File: src/rtl/instruction_queue.sv
// Instruction FIFO with first-word fall-through head, flush and overflow pulse.
// Optional same-cycle bypass on empty is enabled by defining INSTR_QUEUE_BYPASS_EN.
module instruction_queue #(
    parameter int WIDTH = 16,
    parameter int DEPTH = 4
) (
    input  logic                       Clk,
    input  logic                       Reset_n,
    input  logic [WIDTH-1:0]           Instruction_In,
    input  logic                       InstrWrite,
    input  logic                       InstrRead,
    input  logic                       Flush,
    output logic [WIDTH-1:0]           Instruction_Out,
    output logic                       Valid,
    output logic                       Full,
    output logic [$clog2(DEPTH):0]     Count,
    output logic                       Overflow
);
    localparam int AW = $clog2(DEPTH);
    localparam int CW = AW + 1;

    logic [WIDTH-1:0] r_mem [DEPTH];
    logic [AW-1:0]    r_wr_ptr;
    logic [AW-1:0]    r_rd_ptr;
    logic [CW-1:0]    r_count;
    logic             r_overflow;

    logic             w_empty;
    logic             w_full;
    logic             w_pop;
    logic             w_push;
    logic             w_bypass;

    assign w_empty = (r_count == '0);
    assign w_full  = (r_count == CW'(DEPTH));
    assign w_pop   = InstrRead & ~Flush & ~w_empty;

`ifdef INSTR_QUEUE_BYPASS_EN
    assign w_bypass = w_empty & InstrWrite & ~Flush;
    // A bypassed word that is read in the same cycle is consumed, never stored.
    assign w_push   = InstrWrite & ~Flush & (~w_full | w_pop) & ~(w_bypass & InstrRead);
`else
    assign w_bypass = 1'b0;
    assign w_push   = InstrWrite & ~Flush & (~w_full | w_pop);
`endif

    always_ff @(posedge Clk or negedge Reset_n) begin
        if (!Reset_n) begin
            r_wr_ptr   <= '0;
            r_rd_ptr   <= '0;
            r_count    <= '0;
            r_overflow <= 1'b0;
            for (int i = 0; i < DEPTH; i++) begin
                r_mem[i] <= '0;
            end
        end else if (Flush) begin
            r_wr_ptr   <= '0;
            r_rd_ptr   <= '0;
            r_count    <= '0;
            r_overflow <= 1'b0;
        end else begin
            r_overflow <= InstrWrite & w_full & ~w_pop;
            if (w_push) begin
                r_mem[r_wr_ptr] <= Instruction_In;
                r_wr_ptr        <= r_wr_ptr + AW'(1);
            end
            if (w_pop) begin
                r_rd_ptr <= r_rd_ptr + AW'(1);
            end
            case ({w_push, w_pop})
                2'b10:   r_count <= r_count + CW'(1);
                2'b01:   r_count <= r_count - CW'(1);
                default: r_count <= r_count;
            endcase
        end
    end

    always_comb begin
        Instruction_Out = '0;
        if (w_bypass) begin
            Instruction_Out = Instruction_In;
        end else if (!w_empty) begin
            Instruction_Out = r_mem[r_rd_ptr];
        end
    end

    assign Valid    = w_bypass | ~w_empty;
    assign Full     = w_full;
    assign Count    = r_count;
    assign Overflow = r_overflow;

endmodule

File: config.mk
export PLATFORM = sky130hd
export DESIGN_NAME = instruction_queue
export DESIGN_NICKNAME = d
export VERILOG_FILES = /design/src/rtl/instruction_queue.sv
export SDC_FILE = /design/constraint.sdc
export NUM_CORES = 1
export LEC_CHECK = 0
export ABC_CLOCK_PERIOD_IN_PS = 2400
export CORE_MARGIN = 8
export CORE_UTILIZATION = 55
export DETAILED_ROUTE_END_ITERATION = 10
export PLACE_DENSITY = 0.77
export SLEW_MARGIN = 20
export SYNTH_ARGS = -nofsm -noshare
export SYNTH_HDL_FRONTEND = slang
export SYNTH_SLANG_ARGS = --single-unit
export TNS_END_PERCENT = 5
File: constraint.sdc
create_clock -name Clk -period 2.4 [get_ports Clk]
set_clock_uncertainty 0.1 [all_clocks]
set_input_delay 0.6 -clock Clk [delete_from_list [all_inputs] [get_ports Clk]]
set_output_delay 0.6 -clock Clk [all_outputs]
set_load 0.05 [all_outputs]
After elaboration in Yosys (flattened, before gate mapping):

Cells that the tools add are included.

* $add $sub $neg: 4
* equality and inequality tests: 3
* reductions and logical operators: 6
* $lt $le $gt $ge: 3
* mux-type cells: 14
* bitwise gates (word level): 13

Operators with widths (number)
* $bwmux W64: 1
* $mux W16: 4
* $bmux W16 S2: 1
* $demux W16 S2: 1
* $mux W2: 4
* $and A1 B1 Y1: 6
* $ge A3 B3 Y1 const B: 2
* $not A2 Y3: 2
* $pmux W3 S2: 1
* $add A2 B1 Y2 const B: 2
* $not A1 Y1: 4
* $reduce_bool A2 Y1: 2
* $add A3 B1 Y3 const B: 1
* $eq A3 B3 Y1 const B: 1
* $logic_not A3 Y1: 1
* $lt A3 B1 Y1 const B: 1
* $mux W3: 1
* $reduce_bool A3 Y1: 1
* $sub A3 B1 Y3 const B: 1
* $eq A2 B1 Y1 const B: 1
* $eq A2 B2 Y1 const B: 1
* $reduce_and A2 Y1: 1
* $logic_and A1 B1 Y1: 1
* $mux W1: 1
* $or A1 B1 Y1: 1

* register bits: 72
* input port bits: 21
* logic and storage cells: 51
* output and inout port bits: 22

Longest topological paths before layout:

Gate-level depths: netlist (run 1).

* depth after elaboration: 8
* gate-level depth with buffers: 5
* gate-level depth less buffers: 5

Worst setup path after synthesis (run 1):

OpenSTA, ideal clock, no wires.

* path type: reg2out
* from: register r_count[0], in the netlist Count[0]
* to: output port Instruction_Out[0]
* path slack: -0.552 ns
* arrival time: 2.252 ns
* stages on the path, launching flop included: 5
* required time: 1.700 ns
* buffers on the path: 2
* cells stage by stage: dfrtp_1 > or3_2 > clkbuf_1 > clkbuf_1 > and2_1

* word-level cells in the longest chain between the ends: 2

Ends and longest elaborated chain
* start, declared: line 25 `logic [CW-1:0] r_count;`
* start signal, assigned: line 71 `2'b10: r_count <= r_count + CW'(1);`
* start signal, assigned: line 72 `2'b01: r_count <= r_count - CW'(1);`
* start signal, assigned: line 73 `default: r_count <= r_count;`
* $logic_not A3 Y1: line 34 `assign w_empty = (r_count == '0);`
* $mux W16: line 82 `end else if (!w_empty) begin`
* end, declared: line 13 `output logic [WIDTH-1:0] Instruction_Out,`

No other way between the ends.

Final worst setup path (run 1):

* from: register r_rd_ptr[0]
* to: output port Instruction_Out[6]

* word-level cells in the longest chain between the ends: 5

Ends and longest elaborated chain
* start, declared: line 24 `logic [AW-1:0] r_rd_ptr;`
* start signal, assigned: line 68 `r_rd_ptr <= r_rd_ptr + AW'(1);`
* $not A2 Y3 (not written as such): line 83 `Instruction_Out = r_mem[r_rd_ptr];`
* $bmux W16 S2: line 83
* $mux W16 (not written as such) (2 in series): line 83
* $mux W16: line 82

No other way between the ends. The select of a mux whose other input is x is not followed.

==> impl_metrics.yaml, run 1 <==
status:
  status: "finished, violations left"
  violations_in_the_final_reports: "negative setup slack"
floorplan:
  overall_die_area_sq_um: 8900
  die_x_um: 94.3
  row_cnt: 28
  starting_utilization_of_the_core_area: 0.570
  io-pin-count: 43
  die_y_um: 94.3
  core_region_area_sq_um: 5920
clocking:
  cts_num_sinks: 72
  cts.reportedPaths.clkPinSlew_ns: 0.07
  htree_depth: 3
  hold_buffers: 0
  source_to_sink_clock_delay_at_the_later_pin_of_the_worst_skew_pair_ns: 0.33
  tritoncts_clock_tree: "yes"
  cts-root-to-sink-buffers: 2
  number_of_buffers_inserted_during_clock_tree_synthesis: 9
  ctsRootBufferMaster: "clkbuf_8"
yosys:
  synth.distinct_cells: 31
  syn_avg_cell_area_sq_um: 15.6
  synth.yosys.warnings: 0
  post_synth_instance_area_sq_um: 3380
  synth.ff_latch_count: 72
  mappedNetlistNets: 242
  ys_seq_area_frac: 0.534
  syn-instance-count: 216
global_route:
  initial_antenna_violation_count: 0
  use_met1: 0.227
  grt.met3_usage: 0.0310
  gr-max-usage-layer: "met2"
  grt_overflow_total: 0
  grt_pass1_vias: 2226
  grt_pass1_wl_um: 11500
  global_route.usage.total: 0.168
  met2_usage: 0.257
  pin_count_of_the_biggest_net_entering_global_routing: 32
final_layout:
  final-seq-area_sq_um: 1810
  fillers: 371
  layout.cells.most_common: "dfrtp_1"
  design.final.nets: 311
  mostFrequentLayoutCells: "69 x dfrtp_1, 60 x mux2_2, 22 x clkdlybuf4s50_1, 19 x buf_4, 16 x mux4_2"
  n_antenna_cell: 0
  multiInputGateArea_sq_um: 1540
  synthesis_to_finish_area_growth_pct: 31.2
  post_route_cells_drive_above_1_share: 0.579
placement:
  placement.io_buffers: 42
  place.gp.congestion: 0.746
  worst_case_setup_slack_after_placement_ns: -0.0930
  dpl.hpwl_um: 4680
critical_path:
  r2r_setup_slack_ns: 0.42
  setup.worst_path.start_class: "flip-flop"
  worst-setup-path-type: "reg2out"
  required_ns: 1.70
  timing.critical_path.fanout_max: 5
  worstPathArrival_ns: 1.76
  cp-end-kind: "primary output"
timing:
  min_period_over_period: 1.02
  clock.fmax_mhz: 407
  slew-limit-headroom: 0.665
  tightest_slew_ns: 0.501
  setup-violations-final: 16
  period_minus_slack_ns: 2.46
  rsz_0062_raised_after_global_routing: "true"
  setup_ws_ns: -0.0551
  setup_total_negative_slack_ns: -0.363
  slew_violations: 0
  timing_hold_violations_final: 0
job:
  cap_violations: 0
routing:
  detail_route.drc_violations: 0
  num_vias: 2027
  route.final.wire_length_um: 6830
  detailedRoute.firstIterationViolations: 48
  postRouteAntennaNets: 0
  ratio_of_routed_vias_to_standard_cells: 5.55
  wl_per_cell_um: 18.7
  detailedRoute.firstPassIterationCount: 4
worst_hold_path:
  min-delay-path-class: "in2async"
pwr:
  power.leakage_uw: 0.00200
  vdd_drop_max_mv: 0.716
  total_power_uw: 4710
  power_density_nw_per_um2: 1060
-- path summary, 6_finish.rpt --
check	start	to	cells past startpoint
setup / recovery	r_rd_ptr[0]	Instruction_Out[6]	4
hold / removal	Reset_n	r_mem[52]	1
setup reg to reg	Count[2]	r_mem[4]	7
hold reg to reg	r_mem[27]	r_mem[27]	1
max in group asynchronous	Reset_n	r_rd_ptr[0]	2
min in group Clk	r_mem[27]	r_mem[27]	1
-- layer usage --
metal	up-vias	wire [um]
met4	0	117
li1	929	-
met1	1055	3060
met3	10	250
met5	-	0
met2	33	3400
-- sequential cells by signal, summed over array words and instances, names as in the netlist --
signal and count:
r_rd_ptr 2, r_wr_ptr 2, Overflow 1, r_mem 64, Count 3
-- where the power goes --
group          total [uW]  internal (uW)  switching (uW)  leakage (uW)
logic                1890           1030             855       0.00101
clock network         965            539             426     0.0000969
registers            1860           1640             214      0.000895
total                4710           3220            1490       0.00200
-- cell usage after synthesis --
master | n | area [sq um]
nor3b_4 | 1 | 18.8
o41ai_1 | 1 | 8.76
o31ai_1 | 2 | 15.0
fa_1 | 1 | 20.0
nand2_1 | 1 | 3.75
mux4_2 | 16 | 360
buf_6 | 4 | 45.0
ha_1 | 4 | 50.1
o21ai_0 | 1 | 5.00
nand3_1 | 1 | 5.00
clkbuf_1 | 4 | 15.0
buf_1 | 1 | 3.75
nand2_2 | 4 | 25.0
and2_1 | 16 | 100
a21o_2 | 1 | 8.76
or3_2 | 1 | 7.51
nor4b_2 | 1 | 15.0
inv_1 | 3 | 11.3
mux2_2 | 60 | 676
nor3_1 | 4 | 20.0
nor3b_1 | 1 | 7.51
mux2i_1 | 2 | 20.0
buf_2 | 2 | 10.0
o21a_1 | 1 | 7.51
dfrtp_1 | 72 | 1800
and4b_1 | 1 | 10.0
nor2_1 | 2 | 7.51
mux2_4 | 4 | 60.1
xor2_1 | 2 | 17.5
and4bb_2 | 1 | 12.5
or2b_1 | 1 | 7.51
-- kinds of logic (layout without fill, tap and decap cells) --
group | after synthesis | in the layout | synth area share
AO/OA/AOI/OAI | 6 | 6 | 0.0133
XOR/XNOR | 2 | 2 | 0.00519
adder cells (fa/ha/maj) | 5 | 5 | 0.0208
buffers and inverters | 14 | 88 | 0.0252
flip-flops | 72 | 72 | 0.534
multiplexers | 82 | 82 | 0.331
AND/OR/NAND/NOR | 35 | 35 | 0.0712
-- critical path: stages (launching register included) --
cell     delay (ns)
dfrtp_2        0.43
buf_6          0.15
mux4_2         0.52
and2_4         0.18
buf_8          0.14
-- timing repair --
item                                    CTS  global route
gates resized for setup                  28            16
buffers inserted                          1             1
endpoints found under the setup margin   17            17
cloned                                    1             0
-- through the flow --
step	util	std cells	hold WS [ns]	area, sq um
after CTS	0.745	365	0.113	4410
final	0.748	365	0.115	4430
after global routing	0.748	365	0.123	4430
after global placement	0.688	347	0.382	4070
after detailed placement	0.688	347	0.388	4070
after floorplan	-	216	0.204	3400
-- area by class of cell --
class                   count  share of cell area
inverters                   3             0.00254
clock inverters             2             0.00847
flip-flops and latches     72               0.408
multi-input cells         130               0.347
repair buffers             69               0.177
well taps                  75              0.0212
clock buffers              14              0.0367
Power figures use the tool's default switching activity.
==> inputs of run 2 (changes only) <==
--- a/config.mk
+++ b/config.mk
@@ -10,7 +10,7 @@
 export CORE_UTILIZATION = 55
 export DETAILED_ROUTE_END_ITERATION = 10
 export PLACE_DENSITY = 0.77
-export SLEW_MARGIN = 20
+export SLEW_MARGIN = 25
 export SYNTH_ARGS = -nofsm -noshare
 export SYNTH_HDL_FRONTEND = slang
 export SYNTH_SLANG_ARGS = --single-unit
==> results of run 2 <==
Final layout, timing and power as in run 1 (identical DEF).
